===== src/rtl/rns_demux_1_2_4bit.sv =====
// Streaming 1:2 demultiplexer for residue digits with a small FIFO per output lane.
// Words are steered by in_sel, or alternate A/B per accepted word when alt_en is set.
module rns_demux_1_2_4bit #(
   parameter int unsigned WIDTH = 4,
   parameter int unsigned DEPTH = 2
) (
   input  logic                     clk,
   input  logic                     rst_n,
   input  logic                     in_valid,
   output logic                     in_ready,
   input  logic [WIDTH-1:0]         in_data,
   input  logic                     in_sel,
   input  logic                     alt_en,
   output logic                     out_a_valid,
   input  logic                     out_a_ready,
   output logic [WIDTH-1:0]         out_a_data,
   output logic                     out_b_valid,
   input  logic                     out_b_ready,
   output logic [WIDTH-1:0]         out_b_data,
   output logic [$clog2(DEPTH):0]   cnt_a,
   output logic [$clog2(DEPTH):0]   cnt_b
);

   localparam int unsigned AW = $clog2(DEPTH);
   localparam int unsigned CW = AW + 1;

   logic [WIDTH-1:0] mem_q [2][DEPTH];
   logic [AW-1:0]    wr_q  [2];
   logic [AW-1:0]    wr_d  [2];
   logic [AW-1:0]    rd_q  [2];
   logic [AW-1:0]    rd_d  [2];
   logic [CW-1:0]    cnt_q [2];
   logic [CW-1:0]    cnt_d [2];
   logic             ptr_q;
   logic             ptr_d;

   logic             tgt;
   logic             accept;
   logic [1:0]       push;
   logic [1:0]       pop;
   logic [1:0]       valid;
   logic [1:0]       out_ready;

   assign out_ready = {out_b_ready, out_a_ready};

   always_comb begin
      tgt      = alt_en ? ptr_q : in_sel;
      // Full lane refuses even if it pops this cycle: keeps in_ready off the out_ready path.
      in_ready = (cnt_q[tgt] < CW'(DEPTH));
      accept   = in_valid & in_ready;
      push     = {accept & tgt, accept & ~tgt};
      ptr_d    = (accept && alt_en) ? ~ptr_q : ptr_q;
      for (int l = 0; l < 2; l++) begin
         valid[l] = (cnt_q[l] != '0);
         pop[l]   = valid[l] & out_ready[l];
         wr_d[l]  = push[l] ? wr_q[l] + 1'b1 : wr_q[l];
         rd_d[l]  = pop[l] ? rd_q[l] + 1'b1 : rd_q[l];
         cnt_d[l] = cnt_q[l] + CW'(push[l]) - CW'(pop[l]);
      end
   end

   always_ff @(posedge clk) begin
      if (!rst_n) begin
         ptr_q <= 1'b0;
         for (int l = 0; l < 2; l++) begin
            wr_q[l]  <= '0;
            rd_q[l]  <= '0;
            cnt_q[l] <= '0;
         end
      end else begin
         ptr_q <= ptr_d;
         for (int l = 0; l < 2; l++) begin
            wr_q[l]  <= wr_d[l];
            rd_q[l]  <= rd_d[l];
            cnt_q[l] <= cnt_d[l];
         end
      end
   end

   // Storage needs no reset: data outputs are gated by the occupancy count.
   always_ff @(posedge clk) begin
      for (int l = 0; l < 2; l++) begin
         if (rst_n && push[l]) begin
            mem_q[l][wr_q[l]] <= in_data;
         end
      end
   end

   always_comb begin
      out_a_valid = valid[0];
      out_b_valid = valid[1];
      out_a_data  = valid[0] ? mem_q[0][rd_q[0]] : '0;
      out_b_data  = valid[1] ? mem_q[1][rd_q[1]] : '0;
      cnt_a       = cnt_q[0];
      cnt_b       = cnt_q[1];
   end

endmodule


===== config.mk =====
export PLATFORM = sky130hd
export DESIGN_NAME = rns_demux_1_2_4bit
export DESIGN_NICKNAME = d
export VERILOG_FILES = /design/src/rtl/rns_demux_1_2_4bit.sv
export SDC_FILE = /design/constraint.sdc
export NUM_CORES = 1
export LEC_CHECK = 0
export ABC_AREA = 1
export ABC_CLOCK_PERIOD_IN_PS = 1910
export CELL_PAD_IN_SITES_DETAIL_PLACEMENT = 0
export CELL_PAD_IN_SITES_GLOBAL_PLACEMENT = 2
export CORE_ASPECT_RATIO = 0.8
export CORE_MARGIN = 5
export CORE_UTILIZATION = 29
export DETAILED_ROUTE_END_ITERATION = 12
export PLACE_DENSITY_LB_ADDON = 0.12
export SYNTH_ARGS = -nofsm -noshare
export SYNTH_HDL_FRONTEND = slang
export SYNTH_SLANG_ARGS = --single-unit

===== constraint.sdc =====
create_clock -name clk -period 1.91 [get_ports clk]
set_input_delay 0.4775 -clock clk [delete_from_list [all_inputs] [get_ports clk]]
set_output_delay 0.4775 -clock clk [all_outputs]
set_load 0.01 [all_outputs]

* Word-level counts from Yosys, hierarchy flattened
Memory sizes are Yosys's and may differ from the RTL's.
Cells that the tools add are included.
** Storage, ports and cells
- Output and inout port bits :: 15
- Input port bits :: 11
- Memories kept :: 4
- RAM bits :: 24
- Bits in registers :: 1
- Logic and storage cells :: 77
** Memories
- mem_q :: words 2, bits a word 8, read ports 2, clocked after Yosys merged registers in 0, wr ports 1, line 27 : logic [WIDTH-1:0] mem_q [2][DEPTH];
- cnt_q :: words 2, bits a word 2, read ports 3, clocked after Yosys merged registers in 0, wr ports 2, line 32 : logic [CW-1:0] cnt_q [2];
- rd_q :: words 2, bits a word 1, read ports 2, clocked after Yosys merged registers in 0, wr ports 2, line 30 : logic [AW-1:0] rd_q [2];
- wr_q :: words 2, bits a word 1, read ports 2, clocked after Yosys merged registers in 0, wr ports 2, line 28 : logic [AW-1:0] wr_q [2];
** Cells by class
- Order comparisons :: 7
- Add/sub/neg operators :: 8
- Reduce and logical (&&, ||, !) cells :: 8
- Bitwise gates (word level) :: 17
- Muxes and demuxes :: 32
** Operators with widths (number)
- 4-bit two-way mux :: 10
- 8-bit two-way mux :: 4
- 1-bit two-way mux :: 14
- 4-bit demux with 1-bit select :: 2
- 2-bit greater-or-equal comparator, second input constant :: 4
- 1-bit NOT with 2-bit output :: 4
- 8-bit OR reduction :: 1
- 1-bit bitwise OR :: 6
- 1-bit bitwise AND :: 5
- 1-bit logical AND :: 5
- 1-bit adder, second input constant :: 4
- 2-bit by 1-bit adder with 2-bit output :: 2
- 2-bit by 1-bit < comparator with 1-bit output, second input constant :: 2
- 2-bit two-way mux :: 2
- 2-bit nonzero test :: 2
- 2-bit by 1-bit subtractor with 2-bit output :: 2
- 2-bit < comparator, second input constant :: 1
- 1-bit NOT :: 2

* Longest topological paths before layout
An unclocked memory read counts as a cell.
- Depth after elaboration :: 10
- Mapped depth :: 8

* Worst setup path before layout
Ideal clock, no wire load.
- Path type :: input to register
- Start :: input alt_en
- End :: memory mem_q[0][10] (netlist bit) (enable)
- Arrival time :: 1.148 ns
- Required time :: 1.549 ns
- Path buffers :: 0
- Path slack :: 0.401 ns
- Stages :: 5
- Cells stage by stage :: inv_1 nand2_2 nand2_2 nand3_1 nor3_1
** Between the ends
- Word-level cells in the longest chain between the ends :: 10
- Elaborated cells on any way between the ends :: 16
** RTL lines
- start, declared :: line 13 : input logic alt_en,
- 1-bit two-way mux * :: line 47 : tgt = alt_en ? ptr_q : in_sel;
- memory read 2 x 2 bit
- 2-bit < comparator :: line 49 : in_ready = (cnt_q[tgt] < CW'(DEPTH));
- 1-bit bitwise AND :: line 50 : accept = in_valid & in_ready;
- 1-bit bitwise AND :: line 51 : push = {accept & tgt, accept & ~tgt};
- 1-bit logical AND :: line 83 : if (rst_n && push[l]) begin
- 1-bit two-way mux :: line 83
- 8-bit two-way mux (not written as such) :: line 84 : mem_q[l][wr_q[l]] <= in_data;
- 8-bit OR reduction (no source line)
- 1-bit two-way mux (no source line) or 8-bit two-way mux (tied branches)
- end, declared :: line 27
Mark *: on every way between the ends. The rest lies on a longest branch, timed or not.

* Final worst setup path
- Start :: input in_sel
- End :: output in_ready
** Between the ends
- Word-level cells in the longest chain between the ends :: 3
** RTL lines
- start, declared :: line 12 : input logic in_sel,
- 1-bit two-way mux :: line 47
- memory read 2 x 2 bit
- 2-bit < comparator :: line 49
- end, declared :: line 10 : output logic in_ready,
No other way between the ends.

==> metrics.md <==
| Metric | Value |
|---|---|
| Worst setup path start | in_sel |
| Distinct cells, synth | 17 |
| Placed inst area | about 0.0015 mm^2 |
| Largest net degree at the start of global routing | 16 |
| Width of the chip | approximately 80 um |
| IO Port Bufs | 25 |
| Worst path buffer plus inverter count | 2 |
| Num rows | 20 |
| GR Overflow Total | 0 |
| Initial DRT Pass Iterations | 4 |
| Final period util | 93.16% |
| Final setup fails | 0 |
| TritonCTS buffer count | 3 |
| Max cap viols | 0 |
| Initial Util | a little under a third |
| Ant diodes | 0 |
| Die Height | between 60 and 70 um |
| PnR worst setup slack | ~0.13 ns |
| Unrepaired setup endpoints after global routing | false |
| Worst setup path endpoint | in_ready |
| Synthesized area | between 0.001 and 0.0015 mm^2 |
| Via density | 3.986 |
| Core box area | approximately 0.0038 mm^2 |
| PD cells | between 1000 and 1500 mW/mm^2 |
| CTS tree | built |
| Clock sinks | 25 |
| Total GRT Usage | a little under a tenth |
| Cell Count Post-Placement | ~210 |
| Commonest non-fill, non-tap cell in the layout | nand2_1 |
| Final core occ | 41.12% |
| Post-route cell area | 0.001564 mm^2 |
| Routed len/inst | roughly 10 um |
| Clk_skew | about 0.01 ns |
| # IOs | 26 |
| Layout Cells excl Fill | about 220 |
| RR Startpoint | cnt_q[1][1]$_SDFF_PN0_ |
| Syn Area/Cell | 9.212 um^2 |
| Syn Inst Count | 124 |
| CTS hold repair buffers | 0 |
| Most frequent cells in the layout | nand2_1, inv_1, edfxtp_1 |
| Area Overhead vs Synth | 36.91% |
| CP Data Required Time | 1.43 ns |
| CP Depth | 5 |
| Die area | between 0.005 and 0.006 mm^2 |
| Critical Path Sink Type | primary output |
| Critical Path Fanout Max | 3 |
| Nets@finish | ~180 |
| Critical Path Max Stage Delay | about 0.25 ns |
| First-pass GRT wire length | ~3900 um |
| Number of global-route vias before repair | roughly 900 |
| Pre-CTS setup slack | -0.4702 ns |
| Max-slew headroom | ~85% |
| Total number of vias | between 800 and 900 |
| Worst Max-Slew Pin Slew | ~0.22 ns |
| Worst hold slack | just under 0.5 ns |
| CTS clk-pin slew, worst paths | ~0.090 ns |
| Max IR drop VDD | about 0.63 mV |
| Starting DRT DRC Count | 38 |
| Setup slack, reg-to-reg | about 0.49 ns |
| RR Endpoint | cnt_q[1][1]$_SDFF_PN0_ |
| Hold WC Path Type | reg2reg |
| Reg2Reg Depth | 9 |
| Clock Tree Root | clkbuf_8 |
| Crit start category | primary input |
| Drc violations | 0 |
| Fmax | about 560 MHz |
| Period minus WS final | between 1.5 and 2 ns |
| Clk Latency, worst-skew pair | around 0.27 ns |
| Worst Path Arrival | between 1 and 1.5 ns |
| Critical Path, Cell by Cell | dlygate4sd2_1 > nand2_2 > nand3_1 > and2_1 > clkdlybuf4s15_2 |
| Post-route ant nets | 0 |
| Slowest CP cell | dlygate4sd2_1 |
| Max H-tree Level | 1 |
| Clock Path Buffers | 2 |
| Post-DP HPWL | approximately 1800 um |
| Routed WL | ~2200 um |
| Post-synthesis sequential area ratio | 57.83% |
| Pins Over Slew Limit | 0 |
| Kind of cell adding the most delay to the critical path | buffers and inverters |
| Yosys reg bits | 25 |
| Leakage Power | between 0.6 and 0.7 nW |
| Gpl congestion | ~0.81 |
| Synthesized Nets | approximately 140 |
| Final Hold Viols | 0 |
| Critical path class | in2out |
| Warnings, synthesis | 0 |
| Share of cells above drive strength 1 | between 10% and 20% |
| Status | finished, final reports clean |
| Antenna violations before repair | 0 |
## registers in the layout, indices dropped and copies added (netlist names)
| signal | count |
|---|---|
| cnt_q | 4 |
| wr_q | 2 |
| ptr_q | 1 |
| mem_q | 16 |
| rd_q | 2 |
## how the worst min path moves through the flow
stage | start | to | slack [ns] | depth (start not counted)
after global placement | wr_q[0][1]$_SDFFE_PN0P_ | wr_q[0][1]$_SDFFE_PN0P_ | 0.46 | 2
after floorplan | wr_q[0][1]$_SDFFE_PN0P_ | wr_q[0][1]$_SDFFE_PN0P_ | 0.45 | 2
after CTS | wr_q[0][1]$_SDFFE_PN0P_ | wr_q[0][1]$_SDFFE_PN0P_ | 0.49 | 2
after detailed placement | wr_q[0][1]$_SDFFE_PN0P_ | wr_q[0][1]$_SDFFE_PN0P_ | 0.47 | 2
final | wr_q[0][1]$_SDFFE_PN0P_ | wr_q[0][1]$_SDFFE_PN0P_ | 0.48 | 2
after global routing | rd_q[0][0]$_SDFFE_PN0P_ | rd_q[0][0]$_SDFFE_PN0P_ | 0.53 | 1
## area by class of cell
class / instances / area [um^2]
inverters: 21 / 78.83
repair buffers: 35 / 310.3
multi-input cells: 77 / 391.6
flip-flops and latches: 25 / 665.6
fillers: 404 / 2240
well taps: 55 / 68.82
clock buffers: 3 / 41.29
clock inverters: 1 / 7.507
## report_power, final
part	total (mW)	internal [mW]	switching, mW
combinational	0.850	0.428	0.422
sequential	0.754	0.660	0.0945
clock	0.312	0.147	0.165
total	1.92	1.24	0.681
## cell families after synthesis
kind of cell	synth area share, %
and+or+nand+nor	23.55
DFF	57.83
buffers and inverters	7.886
AOI/OAI and AO/OA	7.009
xor gates and xnor gates	1.534
adders and majority gates	2.190
## synth_stat cells
library cell / n / area, um^2
a21oi_1: 12 / 60.06
and2_1: 1 / 6.260
buf_6: 1 / 11.26
dfxtp_1: 9 / 180.2
edfxtp_1: 16 / 480.5
ha_1: 2 / 25.02
inv_1: 21 / 78.83
nand2_1: 32 / 120.1
nand2_2: 3 / 18.77
nand3_1: 5 / 25.02
nand4_1: 3 / 18.77
nor2_1: 8 / 30.03
nor2_4: 4 / 45.04
nor3_1: 1 / 5.000
o21ai_0: 3 / 15.01
o21ai_1: 1 / 5.000
xnor2_1: 2 / 17.52
## per-layer routing
layer	GRT usage [%]	wire [um]	up-vias	share of wire, %
met3	4.087	155	2	7.2
met5	0	0	-	0
met1	10.95	950	373	44
met4	2.532	19	0	0.88
met2	16.43	1041	17	48
li1	-	-	473	-
## tightest hold or removal path, delay by kind of cell, from the launching register on
| kind | cells | cell delay (ns) |
|---|---|---|
| AOI/OAI and AO/OA | 1 | 0.05 |
| DFF | 1 | 0.32 |
| and+or+nand+nor | 1 | 0.07 |
## through the flow
stage | setup TNS (ns) | power [mW]
6_report | 0 | 1.916
3_3_place_gp | -0.7925 | 1.630
2_1_floorplan | 0 | 1.212
5_1_grt | 0 | 2.108
3_5_place_dp | -1.027 | 1.638
4_1_cts | 0 | 1.908
## what timing repair did
item | CTS | global route
resized for setup | 17 | 2
buffers inserted | 0 | 2
pin swaps | 0 | 2
endpoints found under the setup margin | 11 | 3
No activity file was read; power rests on OpenSTA's default activity.
==> patch 1: new RTL, same flow settings <==
Reset style: asynchronous (`rst_n`), changed in one clocked block.
--- a/src/rtl/rns_demux_1_2_4bit.sv
+++ b/src/rtl/rns_demux_1_2_4bit.sv
@@ -59,7 +59,7 @@
       end
    end
 
-   always_ff @(posedge clk) begin
+   always_ff @(posedge clk or negedge rst_n) begin
       if (!rst_n) begin
          ptr_q <= 1'b0;
          for (int l = 0; l < 2; l++) begin
Function: differs if rst_n is asserted again (counterexample within 4 cycles, from zero or initial values and one cycle with rst_n low); with rst_n held inactive, the same outputs for 10 cycles.
==> patch 1 against the unedited design <==
Design area is 4.7% higher. Worst setup slack worse by 49 ps. Combinational power is 31% higher. Clock power is 2% higher. Wire length is 8.8% higher. Critical path depth is 2 lower. First-iteration DRC count is 5.3% higher. Hold slack better by 46 ps. Area after synthesis is 2.1% higher. Sequential cell count stayed put. Register-to-register slack worse by 30 ps. Power is 17% higher. Final cell count is 6.5% lower.
==> patch 1: results (changes against the unedited design) <==
status=completed; Setup WS pre-CTS=-514.6 ps (-44.37 ps); class of the worst hold path=primary input to asynchronous set/reset pin; Worst Path Arrival=1350 ps (+50 ps); DR iter-0 viols=40 (+5.3%); Internal=1.393 mW (+13%); Vias/cell=4.212 (+5.7%); syn_nets=117 (-15%); most common library cells after synthesis=nand2_1, edfxtp_1, inv_1; Mapped Cells=104 (-16%); worst vdd rail ir drop=0.4292 mV (-32%); critical path launch point=cnt_a[0]; fin nets=162 (-8.0%); Netlist cell types=20 (+3); R2R cell count=5 (-4); Placed Cells=196 (-7.1%); FF-to-FF Start=cnt_b[1]; ys async rst share=0.3600 (+0.3600); RD Place Congestion=0.7805 (-3.7%); final HPWL from detailed placement=1920 um (+8.9%); per-cell routed wire length=11.61 um (+16%); Fillers=381 (-5.7%); layout cells sized above 1=0.2770 (+0.1104); Leak=0.7159 nW (+3.8%); register area share after synthesis=0.6052 (+0.02684)
patch 1: changes by cell type after synthesis, moves of 3 or more:
cell / change
inv_1: -11
dfrtp_1: +9
dfxtp_1: -9
nor2_1: -8
xor2_1: +6
nand2_1: -5
a21oi_1: -4
inv_2: +4
nand2_4: +4
nand3_1: -3
nand4_1: -3
nor3_1: +3
o21ai_0: -3
patch 1: stage by stage:
stage               total power, mW  setup TNS [ps]
floorplan                     1.409               0
global placement              1.941           -2367
detailed placement            1.970           -3485
CTS                           2.285               0
global route                  2.425               0
finish                        2.233               0
patch 1: power by group through the flow:
stage,registers (mW),logic [mW],clock network [mW]
detailed placement,0.824,1.15,0
global route,0.830,1.23,0.363
floorplan,0.838,0.571,0
CTS,0.808,1.14,0.340
global placement,0.819,1.12,0
finish,0.806,1.11,0.318
patch 1: layout make-up:
class	instances	area share
Multi-Input combinational cell	64	0.2452
Timing Repair Buffer	40	0.2147
Clock inverter	1	0.004584
Tap cell	55	0.04202
Clock buffer	3	0.02521
Sequential cell	25	0.4324
Inverter	15	0.03591
patch 1: worst paths after layout:
path                                      to  slack [ps]
worst max register to register  mem_q[0][11]         460
worst max-delay path             out_a_valid          80
max in group asynchronous           cnt_a[1]        1220
worst min register to register         ptr_q         530
worst min-delay path                 rd_q[0]         530
min in group clk                       ptr_q         530
patch 1: worst max-delay path: stages (launching register included):
cell             delay, ps
dfrtp_1                430
nor2_4                 130
inv_2                   50
clkdlybuf4s50_1        470
patch 1: cell families (layout without fill, tap and decap cells):
family / count (synthesis) / after routing / synth area share
AO/OA/AOI/OAI: 10 / 10 / 0.04722
XOR/XNOR: 6 / 6 / 0.04506
adder cells (fa/ha/maj): 2 / 2 / 0.02146
buffers and inverters: 15 / 59 / 0.05043
flip-flops: 25 / 25 / 0.6052
AND/OR/NAND/NOR: 46 / 46 / 0.2307
patch 1: repair_timing:
action | CTS | global route
hold buffers | 0 | 0
pin swaps | 1 | 0
endpoints found under the setup margin | 11 | 1
buffers inserted | 3 | 0
gates resized for setup | 18 | 1
patch 1: routing by layer:
metal	up-vias	global-route usage	wire length [um]
met4	0	0.02532	32
li1	430	-	-
met1	402	0.1196	1048
met3	7	0.03243	115
met2	16	0.1721	1160
met5	-	0	0
==> patch 2: new RTL, config.mk and constraints unchanged <==
Without the edit above. The parameter `DEPTH` goes from 2 to 4.
--- a/src/rtl/rns_demux_1_2_4bit.sv
+++ b/src/rtl/rns_demux_1_2_4bit.sv
@@ -2,7 +2,7 @@
 // Words are steered by in_sel, or alternate A/B per accepted word when alt_en is set.
 module rns_demux_1_2_4bit #(
    parameter int unsigned WIDTH = 4,
-   parameter int unsigned DEPTH = 2
+   parameter int unsigned DEPTH = 4
 ) (
    input  logic                     clk,
    input  logic                     rst_n,
Ports: changed (resized cnt_a and cnt_b); port bits go from 26 to 28. No check against the original RTL was run, so the function may have changed too.
==> patch 2 against the unedited design <==
Design area increased by 98%. Wire length increased by 130%. Sequential cell count increased by 22. Global-route usage increased by 1.9 points. Clock power increased by 97%. Power increased by 94%. First-iteration DRC count increased by 39%. Area after synthesis increased by 91%. Worst setup slack got worse by 86 ps. Critical path type is now flip-flop to output port. Critical endpoint is now out_b_data[3].
==> patch 2: results (changes against the unedited design) <==
Post-DP Area=2824 um^2 (+87%); DR iter-0 viols=53 (+39%); Power Density=1201 nW/um^2 (-2.0%); Setup WS pre-CTS=-477.8 ps (-7.530 ps); fin nets=327 (+86%); syn_nets=252 (+84%); max FFs per register=32 (+16); Clock Skew=8.188 ps (-1.609 ps); most common library cells after synthesis=nor2_1, inv_1, edfxtp_1; vias in the first global route=1732 (+93%); Largest stage delay, worst path=350 ps (+100 ps); Fillers=748 (+85%); Post-synth EDFFs=32 (+16); Worst Path Arrival=1390 ps (+90 ps); final wirelength=4936 um (+130%); status=completed; Placed Cells=372 (+76%); Worst-Margin Slew=389.0 ps (+171.5 ps); register area share after synthesis=0.5777 (-0.0006628); layout cells sized above 1=0.3564 (+0.1898); IO Port Bufs=27 (+8.0%); per-cell routed wire length=12.56 um (+26%); Netlist cell types=20 (+3); Main synth FF type=edfxtp_1; Tot GR Track Use=0.1147 (+0.01885); total power=3.724 mW (+94%); Leak=1.277 nW (+85%); Clk network pwr share=0.165 (+0.002); slowest CP cell=dfxtp_2; final HPWL from detailed placement=3530 um (+100%); Num CTS Buffers=5 (+2); worst skew pair latency=300 ps (+30 ps); largest cells by area after synthesis=edfxtp_1, dfxtp_1, nor2_1; sequential share of power=0.342 (-0.052); switching share of power=0.3591 (+0.003822); CP max FO=10 (+7); worst vdd rail ir drop=0.7612 mV (+21%); Vias/cell=4.265 (+7.0%); # H-tree levels=2 (+1); global-route wire length before repair=8217 um (+110%)
## patch 2: cell count changes after synthesis, moves of 3 or more
cell / change
a21oi_1: +4
buf_2: +3
dfxtp_1: +6
edfxtp_1: +16
ha_1: +10
inv_1: +14
inv_2: +4
nand2_1: -12
nand2_2: +3
nand3_1: -3
nor2_1: +41
nor2_4: -4
o21ai_0: +18
## patch 2: logic make-up (layout without fill, tap and decap cells)
kind of cell | count (synthesis) | after routing | share of synthesized area
buffers and inverters | 43 | 119 | 0.07736
AOI/OAI and AO/OA | 39 | 39 | 0.08940
xor gates and xnor gates | 2 | 2 | 0.008024
DFF | 47 | 47 | 0.5777
and+or+nand+nor | 82 | 82 | 0.1605
adders and majority gates | 14 | 14 | 0.08710
## patch 2: layer usage
metal,wire (um),vias up,GRT usage
li1,-,882,-
met1,2497,766,0.1527
met2,2232,23,0.1874
met3,153,5,0.02506
met4,53,0,0.03833
met5,0,-,0
## patch 2: what timing repair did
action                     CTS  global route
gates resized for setup     68            20
pin swaps                    9             8
setup endpoints to repair   12            11
cloned                       0             0
buffers inserted            13             0
hold buffers                 0             0
## patch 2: cell type report
cell class / instances / area share
Multi-Input combinational cell: 137 / 0.2852
Clock buffer: 5 / 0.02219
Clock inverter: 3 / 0.006454
Tap cell: 90 / 0.03631
Inverter: 39 / 0.05083
Timing Repair Buffer: 72 / 0.1892
Sequential cell: 47 / 0.4098
## patch 2: final timing paths
path	startpoint	end	slack (ps)	cells past startpoint
hold reg to reg	wr_q[0][3]	wr_q[0][3]	500	2
setup / recovery	rd_q[0][2]	out_b_data[3]	40	6
setup reg to reg	cnt_q[0][2]	mem_q[0][13]	90	12
hold / removal	wr_q[0][3]	wr_q[0][3]	500	2
